[src/rtl/dma_pkg.sv]
// Shared types and helpers for the DMA copy engine.
package dma_pkg;

  typedef enum logic [1:0] {
    IDLE = 2'd0,
    RUN  = 2'd1,
    DONE = 2'd2
  } dma_state_t;

  // Bytes per word for a given data width; the address stride of every transfer.
  function automatic int bpw(input int data_width);
    return data_width / 8;
  endfunction

  // Stride for the default 32-bit word.
  localparam int BPW = bpw(32);

endpackage

[src/rtl/dma_sync_fifo.sv]
// Synchronous FIFO with a fall-through head: head shows the oldest entry whenever
// empty is low. Pushes while full and pops while empty are ignored.
module dma_sync_fifo #(
  parameter int DATA_WIDTH = 32,
  parameter int FIFO_DEPTH = 4
) (
  input  logic                          clk,
  input  logic                          rst,
  input  logic                          push,
  input  logic [DATA_WIDTH-1:0]         push_data,
  input  logic                          pop,
  output logic [DATA_WIDTH-1:0]         head,
  output logic                          full,
  output logic                          empty,
  output logic [$clog2(FIFO_DEPTH):0]   count
);

  localparam int AW = $clog2(FIFO_DEPTH);

  logic [DATA_WIDTH-1:0] mem [FIFO_DEPTH];
  logic [AW-1:0]         wr_ptr;
  logic [AW-1:0]         rd_ptr;
  logic                  do_push;
  logic                  do_pop;

  assign full    = (count == (AW+1)'(FIFO_DEPTH));
  assign empty   = (count == '0);
  assign do_push = push && !full;
  assign do_pop  = pop && !empty;
  assign head    = mem[rd_ptr];

  // Pointer and occupancy tracking; a simultaneous push and pop leaves count unchanged.
  always_ff @(posedge clk or posedge rst) begin
    if (rst) begin
      wr_ptr <= '0;
      rd_ptr <= '0;
      count  <= '0;
    end else begin
      if (do_push) wr_ptr <= wr_ptr + 1'b1;
      if (do_pop)  rd_ptr <= rd_ptr + 1'b1;
      case ({do_push, do_pop})
        2'b10:   count <= count + 1'b1;
        2'b01:   count <= count - 1'b1;
        default: count <= count;
      endcase
    end
  end

  // Storage array; data is not reset since the pointers define validity.
  always_ff @(posedge clk) begin
    if (do_push) mem[wr_ptr] <= push_data;
  end

endmodule

[src/rtl/dma_copy_engine.sv]
// DMA copy engine: copies `length` words from the memory read port to the GLB
// write port. Optional macro DMA_ALIGN_CHECK_EN adds dma_err and rejects
// misaligned commands; without it, low address bits are floored to the word.
module dma_copy_engine
  import dma_pkg::*;
#(
  parameter int ADDR_WIDTH = 32,
  parameter int DATA_WIDTH = 32,
  parameter int LEN_WIDTH  = 16,
  parameter int FIFO_DEPTH = 4
) (
  input  logic                  clk,
  input  logic                  rst,
  input  logic                  dma_start,
  input  logic [ADDR_WIDTH-1:0] src_addr,
  input  logic [ADDR_WIDTH-1:0] dst_addr,
  input  logic [LEN_WIDTH-1:0]  length,
  output logic                  dma_done,
  output logic                  dma_busy,
  output logic                  rd_req_valid,
  input  logic                  rd_req_ready,
  output logic [ADDR_WIDTH-1:0] rd_req_addr,
  input  logic                  rd_resp_valid,
  input  logic [DATA_WIDTH-1:0] rd_resp_data,
  output logic                  wr_valid,
  input  logic                  wr_ready,
  output logic [ADDR_WIDTH-1:0] wr_addr,
  output logic [DATA_WIDTH-1:0] wr_data
`ifdef DMA_ALIGN_CHECK_EN
  ,
  output logic                  dma_err
`endif
);

  localparam int CW = $clog2(FIFO_DEPTH) + 1;
  localparam logic [ADDR_WIDTH-1:0] STEP       = ADDR_WIDTH'(bpw(DATA_WIDTH));
  localparam logic [ADDR_WIDTH-1:0] ALIGN_MASK = ~(ADDR_WIDTH'(bpw(DATA_WIDTH) - 1));

  dma_state_t            state, nxt;
  logic [LEN_WIDTH-1:0]  len_q;
  logic [LEN_WIDTH:0]    len_ext;
  logic [LEN_WIDTH:0]    rd_cnt;
  logic [LEN_WIDTH:0]    wr_cnt;
  logic [ADDR_WIDTH-1:0] rd_addr_q;
  logic [ADDR_WIDTH-1:0] wr_addr_q;
  logic [CW-1:0]         outstanding;
  logic [CW-1:0]         fifo_count;
  logic                  fifo_full;
  logic                  fifo_empty;
  logic [DATA_WIDTH-1:0] fifo_head;
  logic                  credit_ok;
  logic                  misaligned;
  logic                  start_ok;
  logic                  rd_fire;
  logic                  wr_fire;
  logic                  resp_ret;

  assign len_ext   = {1'b0, len_q};
  assign start_ok  = (state == IDLE) && dma_start;
  assign rd_fire   = rd_req_valid && rd_req_ready;
  assign wr_fire   = wr_valid && wr_ready;
  assign resp_ret  = rd_resp_valid && (outstanding != '0);
  // Reads in flight plus buffered words never exceed the FIFO, so a push can never overflow.
  assign credit_ok = ({1'b0, outstanding} + {1'b0, fifo_count}) < (CW+1)'(FIFO_DEPTH);

  assign rd_req_addr = rd_addr_q;
  assign wr_addr     = wr_addr_q;
  assign wr_data     = wr_valid ? fifo_head : '0;

`ifdef DMA_ALIGN_CHECK_EN
  logic err_q;
  assign misaligned = (|(src_addr & ~ALIGN_MASK)) || (|(dst_addr & ~ALIGN_MASK));
  assign dma_err    = (state == DONE) && err_q;

  // Remember whether the accepted command was rejected for alignment.
  always_ff @(posedge clk or posedge rst) begin
    if (rst)           err_q <= 1'b0;
    else if (start_ok) err_q <= misaligned;
  end
`else
  assign misaligned = 1'b0;
`endif

  // State register.
  always_ff @(posedge clk or posedge rst) begin
    if (rst) state <= IDLE;
    else     state <= nxt;
  end

  // Next-state and handshake outputs.
  always_comb begin
    nxt          = state;
    dma_done     = 1'b0;
    dma_busy     = 1'b0;
    rd_req_valid = 1'b0;
    wr_valid     = 1'b0;
    case (state)
      IDLE: begin
        if (dma_start) nxt = ((length == '0) || misaligned) ? DONE : RUN;
      end
      RUN: begin
        dma_busy     = 1'b1;
        rd_req_valid = (rd_cnt < len_ext) && credit_ok;
        wr_valid     = !fifo_empty;
        if (!fifo_empty && wr_ready && (wr_cnt == len_ext - 1'b1)) nxt = DONE;
      end
      DONE: begin
        dma_done = 1'b1;
        nxt      = IDLE;
      end
      default: nxt = IDLE;
    endcase
  end

  // Command latch, address/count advance on each handshake, and read credit tracking.
  always_ff @(posedge clk or posedge rst) begin
    if (rst) begin
      len_q       <= '0;
      rd_cnt      <= '0;
      wr_cnt      <= '0;
      rd_addr_q   <= '0;
      wr_addr_q   <= '0;
      outstanding <= '0;
    end else begin
      if (start_ok) begin
        len_q     <= length;
        rd_cnt    <= '0;
        wr_cnt    <= '0;
        rd_addr_q <= src_addr & ALIGN_MASK;
        wr_addr_q <= dst_addr & ALIGN_MASK;
      end else begin
        if (rd_fire) begin
          rd_addr_q <= rd_addr_q + STEP;
          rd_cnt    <= rd_cnt + 1'b1;
        end
        if (wr_fire) begin
          wr_addr_q <= wr_addr_q + STEP;
          wr_cnt    <= wr_cnt + 1'b1;
        end
      end
      case ({rd_fire, resp_ret})
        2'b10:   outstanding <= outstanding + 1'b1;
        2'b01:   outstanding <= outstanding - 1'b1;
        default: outstanding <= outstanding;
      endcase
    end
  end

  dma_sync_fifo #(
    .DATA_WIDTH (DATA_WIDTH),
    .FIFO_DEPTH (FIFO_DEPTH)
  ) u_fifo (
    .clk       (clk),
    .rst       (rst),
    .push      (rd_resp_valid && !fifo_full),
    .push_data (rd_resp_data),
    .pop       (wr_fire),
    .head      (fifo_head),
    .full      (fifo_full),
    .empty     (fifo_empty),
    .count     (fifo_count)
  );

endmodule
[config.mk]
export PLATFORM = sky130hd
export DESIGN_NAME = dma_copy_engine
export DESIGN_NICKNAME = d
export VERILOG_FILES = /design/src/rtl/dma_pkg.sv /design/src/rtl/dma_sync_fifo.sv /design/src/rtl/dma_copy_engine.sv
export SDC_FILE = /design/constraint.sdc
export NUM_CORES = 1
export LEC_CHECK = 0
export CORE_ASPECT_RATIO = 0.6
export CORE_MARGIN = 4
export CORE_UTILIZATION = 55
export CTS_BUF_LIST = sky130_fd_sc_hd__clkbuf_2 sky130_fd_sc_hd__clkbuf_4 sky130_fd_sc_hd__clkbuf_8
export CTS_CLUSTER_DIAMETER = 200
export DETAILED_ROUTE_END_ITERATION = 16
export PLACE_DENSITY = 0.87
export SLEW_MARGIN = 10
export SYNTH_ARGS = -nofsm -noshare
export SYNTH_HDL_FRONTEND = slang
export SYNTH_SLANG_ARGS = --single-unit
[constraint.sdc]
create_clock -name clk -period 4.3 [get_ports clk]
set_clock_uncertainty 0.05 [all_clocks]
set_input_delay 0.43 -clock clk [delete_from_list [all_inputs] [get_ports clk]]
set_output_delay 0.43 -clock clk [all_outputs]
set_load 0.01 [all_outputs]
==> run summary <==
post-route ant nets: 0
Critical Path Source: len_q[13]
PD cells: 508 nW/um2
warnings from Yosys: 0
Mapped Area: 12100 um2
Tot GR Track Use: 0.235
largest net degree at the start of global routing: 77
H-tree depth: 2
Worst-Margin Slew: 0.886 ns
average cell area after synthesis: 11.7 um2
fin crit share: 0.809
commonest non-fill, non-tap cell in the layout: clkdlybuf4s50_1
global-route wire length before repair: 45500 um
deepest clock path buffer count: 3
Register Area: 6900 um2
most frequent cells in the layout: clkdlybuf4s50_1, edfxtp_1, dfrtp_1
grt total ovfl: 0
crit path kind: flop to output pin
core area: 21300 um2
row count: 41
Final Wtd Congestion: 0.874
Ports: 218
Worst setup EP type: output pin
Max rail drop VDD: 0.000318 V
WL/cell: 18.3 um
Num Clock Sinks: 250
Crit Path Max Fanout: 5
adder-cell area share of the yosys netlist: 0.0324
vias in the first global route: 8793
post-layout min period: 3.48 ns
number of synthesized flops with an enable pin: 128
xor and xnor area share after synthesis: 0.0781
post-synthesis cell type count: 62
DP HPWL: 19900 um
#FFs+latches synth: 250
Die Y: 123 um
Num CTS Buffers: 37
element type at the critical path start: flop
Post-CTS Hold Fix Bufs: 0
WL met3: 1660 um
Routed WL: 28300 um
Final Setup Violations: 0
area grow syn2layout: 26.0%
DR iter-0 viols: 684
largest family of logic cells by synthesized area: simple AND/OR/NAND/NOR gates
CTS tree: yes
required time worst endpoint: 3.82 ns
Worst R2R Start: len_q[13]
die area: 24400 um2
unrepaired setup endpoints after global routing: false
Max Slew Vio Count: 0
top sig layer: met4
Synth Area in Compound Gates: 0.0624
HP Class: input pin to async pin
Pre-antenna DRT Iters: 5
outcome: complete, no violations
clk_lat worst skew: 0.53 ns
Post-Synth Simple-Gate Area: 0.159
initial antenna violation count: 1
Lkg Pwr: 5.68 nW
metal2 WL: 13200 um
placed cell count: 1483
post-cts resize count: 0
Post-CTS Setup Bufs: 0
layout cells sized above 1: 0.0994
die width: 199 um
area occupied by multi-input gates: 4810 um2
Port Buffers: 209
Non-Filler Instances: 1547
DR vias/cell: 5.62
starting density of the core: 0.566
post-synthesis cell count: 1027
R2R cell count: 13
fillers: 1442
fin util: 0.714
FFs w/ async S/R, synth: 0.488
post-synthesis mux area share: 0.0640
sequential area share after synthesis: 0.572
clk slew on worst S/H paths: 0.06 ns
nets: 1391
wire length on met1: 12800 um
final hold violations: 0
max_slew headroom: 0.409
Worst EP arrival: 3.00 ns
clock root buffer: clkbuf_8
TNS Setup: 0 ns
vias: 8687
DRC violations left: 0
Main synth FF type: edfxtp_1
fmax: 288 MHz
Max Cap Viol: 0
stage by stage:
step / instance area, um2 / power (W) / hold WS, ns / setup slack (ns)
2_1_floorplan: 12100 / 0.00467 / 0.420 / 0.577
3_3_place_gp: 14400 / 0.00576 / 0.451 / 0.992
3_5_place_dp: 14400 / 0.00587 / 0.465 / 0.850
4_1_cts: 15200 / 0.00782 / 0.370 / 0.784
5_1_grt: 15200 / 0.00819 / 0.389 / 0.621
6_report: 15200 / 0.00772 / 0.390 / 0.822
per-layer routing:
metal	vias to the layer above	GRT usage
met5	-	0
met4	0	0.0773
met3	62	0.0453
met2	298	0.363
met1	4222	0.340
li1	4105	-
cells by family (layout without fill, tap and decap cells):
kind of cell               count (synthesis)  after routing
xor gates and xnor gates                 106            106
DFF                                      250            250
buffers and inverters                     95            332
adders and majority gates                 30             30
other                                      1              5
and+or+nand+nor                          377            377
AOI/OAI and AO/OA                        131            131
muxes                                     37             37
flip-flops by register name (all words and copies together), names as in the netlist:
| register | flops |
|---|---|
| u_fifo.rd_ptr | 2 |
| rd_req_addr | 30 |
| u_fifo.wr_ptr | 2 |
| outstanding | 3 |
| rd_cnt | 17 |
| wr_addr | 30 |
| len_q | 16 |
| wr_cnt | 17 |
| u_fifo.mem | 128 |
| u_fifo.count | 3 |
| state | 2 |
final timing paths:
kind	end	slack [ns]
min in group clk	wr_addr[12]	0.40
worst max-delay path	rd_req_valid	0.82
worst min register to register	outstanding[2]	0.47
worst min-delay path	rd_req_addr[22]	0.39
max in group asynchronous	wr_addr[16]	3.05
worst max register to register	outstanding[2]	0.83
cells in the mapped netlist, types with 28 or more instances:
master,count,area (um2)
ha_1,28,350
clkbuf_1,37,139
xnor2_1,67,587
mux4_2,32,721
nor2_1,69,259
nor2b_1,35,219
dfrtp_1,122,3050
inv_1,47,176
nand3_1,30,150
nand2_1,112,420
xor2_1,38,333
edfxtp_1,128,3840
o21ai_0,84,420
worst max-delay path: stages (launching register included):
cell             delay [ns]
dfrtp_1                0.41
inv_1                  0.14
ha_1                   0.32
nand4b_1               0.25
nor4_1                 0.32
o21ai_0                0.23
o21ai_0                0.21
nor2_1                 0.08
clkdlybuf4s50_1        0.50
area by class of cell:
cell class	instances	share of cell area
Antenna cell	1	0.000165
Clock buffer	60	0.0478
Clock inverter	3	0.00132
Inverter	47	0.0118
Multi-Input combinational cell	685	0.316
Sequential cell	250	0.454
Tap cell	279	0.0230
Timing Repair Buffer	222	0.146
where the power goes:
part	internal (W)	leakage [nW]	switching, W	total (W)
Clock	0.00106	0.396	0.000864	0.00193
Combinational	0.00135	2.58	0.00111	0.00247
Sequential	0.00294	2.70	0.000381	0.00333
Note: power is estimated with default switching activity, not from simulation.
